===== config.mk =====
export PLATFORM = sky130hd
export DESIGN_NAME = traffic_phase_seq
export DESIGN_NICKNAME = d
export VERILOG_FILES = /design/src/rtl/traffic_phase_seq.sv
export SDC_FILE = /design/constraint.sdc
export NUM_CORES = 1
export LEC_CHECK = 0
export CORE_ASPECT_RATIO = 1.25
export CORE_UTILIZATION = 54
export CTS_BUF_LIST = sky130_fd_sc_hd__clkbuf_8
export CTS_CLUSTER_DIAMETER = 100
export CTS_CLUSTER_SIZE = 14
export DETAILED_ROUTE_END_ITERATION = 8
export GPL_TIMING_DRIVEN = 0
export PLACE_DENSITY = 0.76
export SETUP_SLACK_MARGIN = 0.15
export SYNTH_ARGS = -nofsm -noshare
export SYNTH_HDL_FRONTEND = slang
export SYNTH_SLANG_ARGS = --single-unit

===== constraint.sdc =====
create_clock -name clk -period 2.7 [get_ports clk]
set_input_delay 0.54 -clock clk [delete_from_list [all_inputs] [get_ports clk]]
set_output_delay 0.54 -clock clk [all_outputs]
set_load 0.01 [all_outputs]

===== src/rtl/traffic_phase_seq.sv =====
// traffic_phase_seq: generates the phase-step counter, queued-car count and the
// qualified stop-line flag that feed the downstream traffic_light block.
// Phase cycle is RED -> YELLOW1 -> GREEN -> YELLOW2, timed in ticks of an
// external enable. GREEN is re-entered (extended) while the queue is long.
module traffic_phase_seq #(
  parameter int RED_T      = 10,
  parameter int YELLOW_T   = 2,
  parameter int GREEN_T    = 10,
  parameter int CAR_THRESH = 10,
  parameter int MAX_EXT    = 4
) (
  input  logic        clk,
  input  logic        rst_n,
  input  logic        tick,
  input  logic        car_in,
  input  logic        car_out,
  input  logic        line_sen_in,
  output logic [31:0] counter,
  output logic [31:0] car_num,
  output logic        line_sen,
  output logic [1:0]  phase
);

  // Encoding is chosen so that phase always equals counter[1:0].
  typedef enum logic [1:0] {
    RED     = 2'd0,
    YELLOW1 = 2'd1,
    GREEN   = 2'd2,
    YELLOW2 = 2'd3
  } phase_e;

  phase_e      phase_q,    phase_d;
  logic [31:0] counter_q,  counter_d;
  logic [31:0] car_num_q,  car_num_d;
  logic [31:0] timer_q,    timer_d;
  logic [31:0] ext_cnt_q,  ext_cnt_d;
  logic        line_sen_q, line_sen_d;

  logic [31:0] dur;
  logic        phase_end;
  logic        extend;
  logic        advance;

  // Dwell length of the current phase and the end-of-phase / extension decisions.
  always_comb begin
    dur = 32'(RED_T);
    unique case (phase_q)
      RED:     dur = 32'(RED_T);
      YELLOW1: dur = 32'(YELLOW_T);
      GREEN:   dur = 32'(GREEN_T);
      YELLOW2: dur = 32'(YELLOW_T);
    endcase
    phase_end = tick && (timer_q == dur - 32'd1);
    // Extension looks at the registered queue length, not this cycle's update.
    extend    = phase_end && (phase_q == GREEN) &&
                (car_num_q > 32'(CAR_THRESH)) && (ext_cnt_q < 32'(MAX_EXT));
    advance   = phase_end && !extend;
  end

  // Next-state logic for timer, FSM, counter, queue length and stop-line flag.
  always_comb begin
    phase_d    = phase_q;
    counter_d  = counter_q;
    timer_d    = timer_q;
    ext_cnt_d  = ext_cnt_q;
    car_num_d  = car_num_q;
    line_sen_d = line_sen_q;

    // Timer restarts on every phase end, including a GREEN re-entry.
    if (phase_end) begin
      timer_d = 32'd0;
    end else if (tick) begin
      timer_d = timer_q + 32'd1;
    end

    if (extend) begin
      ext_cnt_d = ext_cnt_q + 32'd1;
    end

    if (advance) begin
      counter_d = counter_q + 32'd1;
      unique case (phase_q)
        RED:     phase_d = YELLOW1;
        YELLOW1: phase_d = GREEN;
        GREEN: begin
          phase_d   = YELLOW2;
          ext_cnt_d = 32'd0;
        end
        YELLOW2: phase_d = RED;
      endcase
    end

    // Queue length saturates at both ends; simultaneous in/out cancel.
    unique case ({car_in, car_out})
      2'b10: if (car_num_q != 32'hFFFF_FFFF) car_num_d = car_num_q + 32'd1;
      2'b01: if (car_num_q != 32'd0)         car_num_d = car_num_q - 32'd1;
      default: car_num_d = car_num_q;
    endcase

    // Sensor is only captured in yellow; a phase change clears it and wins.
    if (advance) begin
      line_sen_d = 1'b0;
    end else if (((phase_q == YELLOW1) || (phase_q == YELLOW2)) && line_sen_in) begin
      line_sen_d = 1'b1;
    end
  end

  // State registers, cleared asynchronously by rst_n.
  always_ff @(posedge clk or negedge rst_n) begin
    if (!rst_n) begin
      phase_q    <= RED;
      counter_q  <= 32'd0;
      car_num_q  <= 32'd0;
      timer_q    <= 32'd0;
      ext_cnt_q  <= 32'd0;
      line_sen_q <= 1'b0;
    end else begin
      phase_q    <= phase_d;
      counter_q  <= counter_d;
      car_num_q  <= car_num_d;
      timer_q    <= timer_d;
      ext_cnt_q  <= ext_cnt_d;
      line_sen_q <= line_sen_d;
    end
  end

  assign counter  = counter_q;
  assign car_num  = car_num_q;
  assign line_sen = line_sen_q;
  assign phase    = phase_q;

endmodule

Word level (Yosys, flattened, before mapping)
Index checks and enable logic that the tools add are counted.
{ "op_classes": {"add_sub_neg": 6, "reduce_logical": 16, "n_eq_ne": 9, "n_lt_le_gt_ge": 2, "mux": 12} }
{ "op_table": {"columns": ["cell", "n"], "rows": [
  ["2-to-1 mux 32 bit", 7],
  ["adder 32 x 1 -> 32 bit (second input constant)", 4],
  ["one-hot mux 32 bit (2 select lines)", 2],
  ["subtractor 32 x 1 -> 32 bit (second input constant)", 2],
  ["== test 32 bit", 1],
  ["greater-than comparator 32 x 4 -> 1 bit (second input constant)", 1],
  ["less-than comparator 32 x 3 -> 1 bit (second input constant)", 1],
  ["!= test 32 bit (second input constant)", 1],
  ["nonzero test 32 bit", 1],
  ["one-hot mux 2 bit (4 select lines)", 1],
  ["== test 2 bit (second input constant)", 3],
  ["logical AND 1 bit", 6],
  ["nonzero test 2 bit", 3],
  ["== test 2 x 1 -> 1 bit (second input constant)", 2],
  ["!= test 2 bit (second input constant)", 2],
  ["OR reduction 2 bit", 2],
  ["AND reduction 3 bit", 1],
  ["logical NOT 2 bit", 1],
  ["2-to-1 mux 1 bit", 2],
  ["logical NOT 1 bit", 1],
  ["logical OR 1 bit", 1]
]} }
{ "totals": {"out_inout_bits": 67, "reg_bits": 131, "elab_cells": 51} }

Longest topological paths before layout
{ "logic_depth": {"ltp_word": 12, "depth_mapped": 12, "ltp_nobuf": 12} }

Worst setup path before layout
Ideal clock, no wire load.
{ "synth_path": {"path_type": "input-to-reg", "startpoint": "in car_in", "endpoint": "reg car_num_q[30] (netlist: car_num[30])", "slack_ns": -0.903, "setup_ns": 0.133, "required_time_ns": 2.567, "cell_stages": 12, "n_path_buf": 1, "arrival_ns": 3.470, "path_cell_list": "inv_1 -> ha_1 -> ha_1 -> and3_1 -> buf_6 -> a221o_1 -> a21o_1 -> a21o_1 -> a311oi_1 -> o31ai_1 -> xnor2_1 -> o21ai_0"} }
{ "synth_between": {"elab_chain_cells": 3, "elab_cells_between_ends": 7, "classes_between": "eq/ne: 4; mux: 1; reduce/logical: 2"} }
{ "synth_lines": {"columns": ["element", "line_no", "source"], "rows": [
  ["from (decl)", "15", "input logic car_in,"],
  ["== test 2 x 1 -> 1 bit / == test 2 bit (equally long branches)", "94", "unique case ({car_in, car_out})"],
  ["!= test 2 bit (no line) / nonzero test 2 bit (equally long branches)", null, null],
  ["AND reduction 3 bit (no line)", null, null],
  ["to (signal assigned)", "120", "car_num_q <= car_num_d;"],
  ["to (decl)", "34", "logic [31:0] car_num_q, car_num_d;"]
]} }
Several ways; a longest one is shown, not always the timed one.
A chain may end at the register's enable or synchronous reset.

Worst setup path after layout
Ends and elaborated chain as after synthesis.

==> summary.json <==
{
  "rsz0062_at_grt": "true",
  "synth.largest_area_cell": "sky130_fd_sc_hd__dfrtp_1",
  "synth_enable_flop_cells": 0,
  "floorplan.die.height_um": 131,
  "report.final.slew_viol_count": 0,
  "detailedRoute.firstIterationViolations": 354,
  "die_width_um": 105,
  "antenna-diode-count": 0,
  "finish.instance_area_um2": 9330,
  "design.final.nets": 886,
  "critical_path.max_stage_delay_ns": 0.33,
  "synth.yosys.warnings": 0,
  "synthCells": 724,
  "dp_hpwl_um": 12300,
  "synth_top_flop_cell": "sky130_fd_sc_hd__dfrtp_1",
  "place_inst": 965,
  "powerDensity_nw_per_um2": 852,
  "cts-htree-levels": 4,
  "synth.top_cells.by_area": "sky130_fd_sc_hd__dfrtp_1 45%, sky130_fd_sc_hd__xnor2_1 7.2%, sky130_fd_sc_hd__ha_1 6.9%, sky130_fd_sc_hd__nand2_1 3.9%, sky130_fd_sc_hd__xor2_1 3.3%",
  "min_period_ns": 2.65,
  "synth_fp_nets": 771,
  "ys_top_cells_by_count": "131 x sky130_fd_sc_hd__dfrtp_1, 76 x sky130_fd_sc_hd__nand2_1, 59 x sky130_fd_sc_hd__xnor2_1, 44 x sky130_fd_sc_hd__o21ai_0, 40 x sky130_fd_sc_hd__ha_1",
  "pre_cts_ws_ns": -1.41,
  "clkTransAtPathRegs_ns": 0.08,
  "dieArea_um2": 13800,
  "setup.reg_to_reg.worst_slack_ns": 0.08,
  "timing.critical_path.max_delay_family": "compound AO/OA/AOI/OAI gates",
  "power.share.sequential": 0.359,
  "post_dp_cell_area_um2": 8310,
  "synth.yosys.seq_area_share": 0.454,
  "syn_area_per_cell_um2": 9.98,
  "required_ns": 3.03,
  "ys_seq_elements": 131,
  "worst_path_max_delay_cell": "sky130_fd_sc_hd__a211o_1",
  "finalPower_uw": 7950,
  "report.final.setup_viol": 0,
  "post_dr_vias_cell": 5.88,
  "flow.area_growth_from_synthesis_pct": 29.1,
  "worstPathArrival_ns": 2.98,
  "worstSetupEndpointType": "register",
  "worstPathBufferInverterCount": 5,
  "clk_path_buf_depth": 2,
  "crit_path_cell_trace": "buf_12, inv_12, ha_4, buf_12, buf_4, ha_4, nor2b_4, o31ai_4, a211o_1, a21oi_4, buf_6, a311oi_2, o31ai_1, xnor2_1, o21ai_1",
  "tritoncts": "done",
  "gp_congestion": 0.949,
  "globalRoute.totalOverflow": 0,
  "yosys.cell_count.top_type": "sky130_fd_sc_hd__dfrtp_1",
  "comb_power_share": 0.417,
  "worst_slew_margin_rel": 0.584,
  "syn-cell-area_um2": 7220,
  "synth_top_area_share": 0.454,
  "numCtsBuffers": 17,
  "cts_root_buf": "sky130_fd_sc_hd__clkbuf_8",
  "grt_first_pass_wirelength_um": 29700,
  "stdcell_count": 1020,
  "postSynth.asyncResetShare": 1.00,
  "antenna_left": 0,
  "grt_pass1_vias": 6171,
  "fp-row-count": 46,
  "start_util": 0.560,
  "dr_total_vias": 5994,
  "fp.coreArea_um2": 12900,
  "worst_slack_ns": 0.0465,
  "drt-pass1-iter-count": 5,
  "hp-class": "in -> async",
  "crit_type": "in -> reg",
  "power_switching_uw": 3010,
  "outcome": "finished, final reports clean",
  "detail_route.drc_violations": 0,
  "p_clk_frac": 0.224,
  "antenna_found_initial": 0,
  "max_fo_critical_path": 5,
  "cellLeakagePower_uw": 0.00413,
  "port_buffers": 72,
  "tritoncts_num_sinks": 131,
  "vdd_ir_drop_max_uv": 623,
  "post-route-period-util": 0.983,
  "clock_latency_ns": 0.45,
  "wire_per_inst_um": 17.8,
  "post_synth_num_cell_types": 57,
  "max_cap_viol_count": 0,
  "power.internal_uw": 4940,
  "drt-total-wl_um": 18200,
  "grtUsageTotal": 0.273,
  "timing.clock.skew_ns": 0.0122,
  "layout_cells_sized_above_1": 0.183,
  "finalHoldViolations": 0,
  "fmax_ghz": 0.377,
  "grt_start_max_net_pins": 69,
  "crit_path_start_kind": "input port",
  "switching_share": 0.379,
  "actual_transition_at_the_worst_max_transition_pin_ns": 0.624,
  "i_o_pin_count": 73
}
==> kinds of logic (layout without fill, tap and decap cells) <==
logic type	Yosys count	after routing	share of synthesized area
AO/OA/AOI/OAI	133	133	0.117
buffers and inverters	32	160	0.0210
adder cells (fa/ha/maj)	41	41	0.0720
flip-flops	131	131	0.454
multiplexers	3	3	0.00468
XOR/XNOR	86	86	0.104
AND/OR/NAND/NOR	298	298	0.227
==> power groups by stage <==
stage	clock network, uW	registers [uW]	logic [uW]
2_1_floorplan	0	2760	1740
3_3_place_gp	0	2810	2700
3_5_place_dp	0	2810	2780
4_1_cts	1810	2770	3050
5_1_grt	1900	2900	3620
6_report	1780	2850	3310
==> layer usage <==
| layer | global-route usage | vias to the layer above | routed length, um |
|---|---|---|---|
| met5 | 0 | - | 0 |
| li1 | - | 2841 | - |
| met1 | 0.323 | 2955 | 7600 |
| met4 | 0.126 | 0 | 472 |
| met3 | 0.0620 | 41 | 723 |
| met2 | 0.467 | 157 | 9370 |
==> state kept, by name, summed over array words and instances (netlist names) <==
| name | count |
|---|---|
| car_num | 32 |
| counter | 32 |
| ext_cnt_q | 32 |
| timer_q | 32 |
| phase | 2 |
| line_sen | 1 |
==> final cells by class <==
| class | count | area [um2] |
|---|---|---|
| Clock inverter | 12 | 153 |
| Sequential cell | 131 | 3290 |
| Inverter | 16 | 72.6 |
| Multi-Input combinational cell | 561 | 4230 |
| Timing Repair Buffer | 96 | 981 |
| Tap cell | 168 | 210 |
| Fill cell | 952 | 3560 |
| Clock buffer | 20 | 275 |
| Buffer | 16 | 114 |
==> through the flow <==
step / setup TNS [ns] / util / hold WS [ns]
finish: 0 / 0.724 / 0.0811
global route: -0.0500 / 0.724 / 0.108
CTS: 0 / 0.702 / 0.0799
detailed placement: -51.66 / 0.644 / 0.473
global placement: -563.84 / 0.642 / 0.473
floorplan: -1.06 / - / 0.244
==> worst register-to-register path: stages (launching register included) <==
cell and delay [ns]:
sky130_fd_sc_hd__dfrtp_2 0.45, sky130_fd_sc_hd__ha_4 0.26, sky130_fd_sc_hd__and3_4 0.17, sky130_fd_sc_hd__buf_6 0.11, sky130_fd_sc_hd__a221o_1 0.35, sky130_fd_sc_hd__a21o_1 0.21
sky130_fd_sc_hd__a21oi_2 0.16, sky130_fd_sc_hd__o22ai_2 0.14, sky130_fd_sc_hd__o31a_1 0.32, sky130_fd_sc_hd__o21a_1 0.20, sky130_fd_sc_hd__o31ai_2 0.17
==> cell usage in the layout, fill, tap and decap left out, drive strengths merged, types with 13 or more instances in the layout <==
cell and count:
dfrtp 131, a21o 13, nand4 25, ha 40, clkdlybuf4s50 68, nor3 13, xor2 27, o21ai 45
nand3 36, nor2 33, a21oi 26, inv 18, and3 15, clkbuf 27, buf 36, and4 13
nor2b 28, nor4 25, nand2 76, xnor2 59
==> repair_timing <==
item / in CTS / in global routing
pin swaps: 17 / 25
hold buffers: 0 / 0
resized for setup: 46 / 60
endpoints found under the hold margin: 0 / 0
buffers inserted: 20 / 3
endpoints found under the setup margin: 61 / 72
==> final timing paths <==
path	start	endpoint	depth (start not counted)
setup / recovery	car_in	car_num[30]	15
hold / removal	rst_n	timer_q[23]	1
setup reg to reg	car_num[17]	car_num[26]	10
hold reg to reg	counter[9]	counter[9]	1
max in group asynchronous	rst_n	ext_cnt_q[4]	2
min in group clk	counter[9]	counter[9]	1
(Power assumes the default switching activity.)
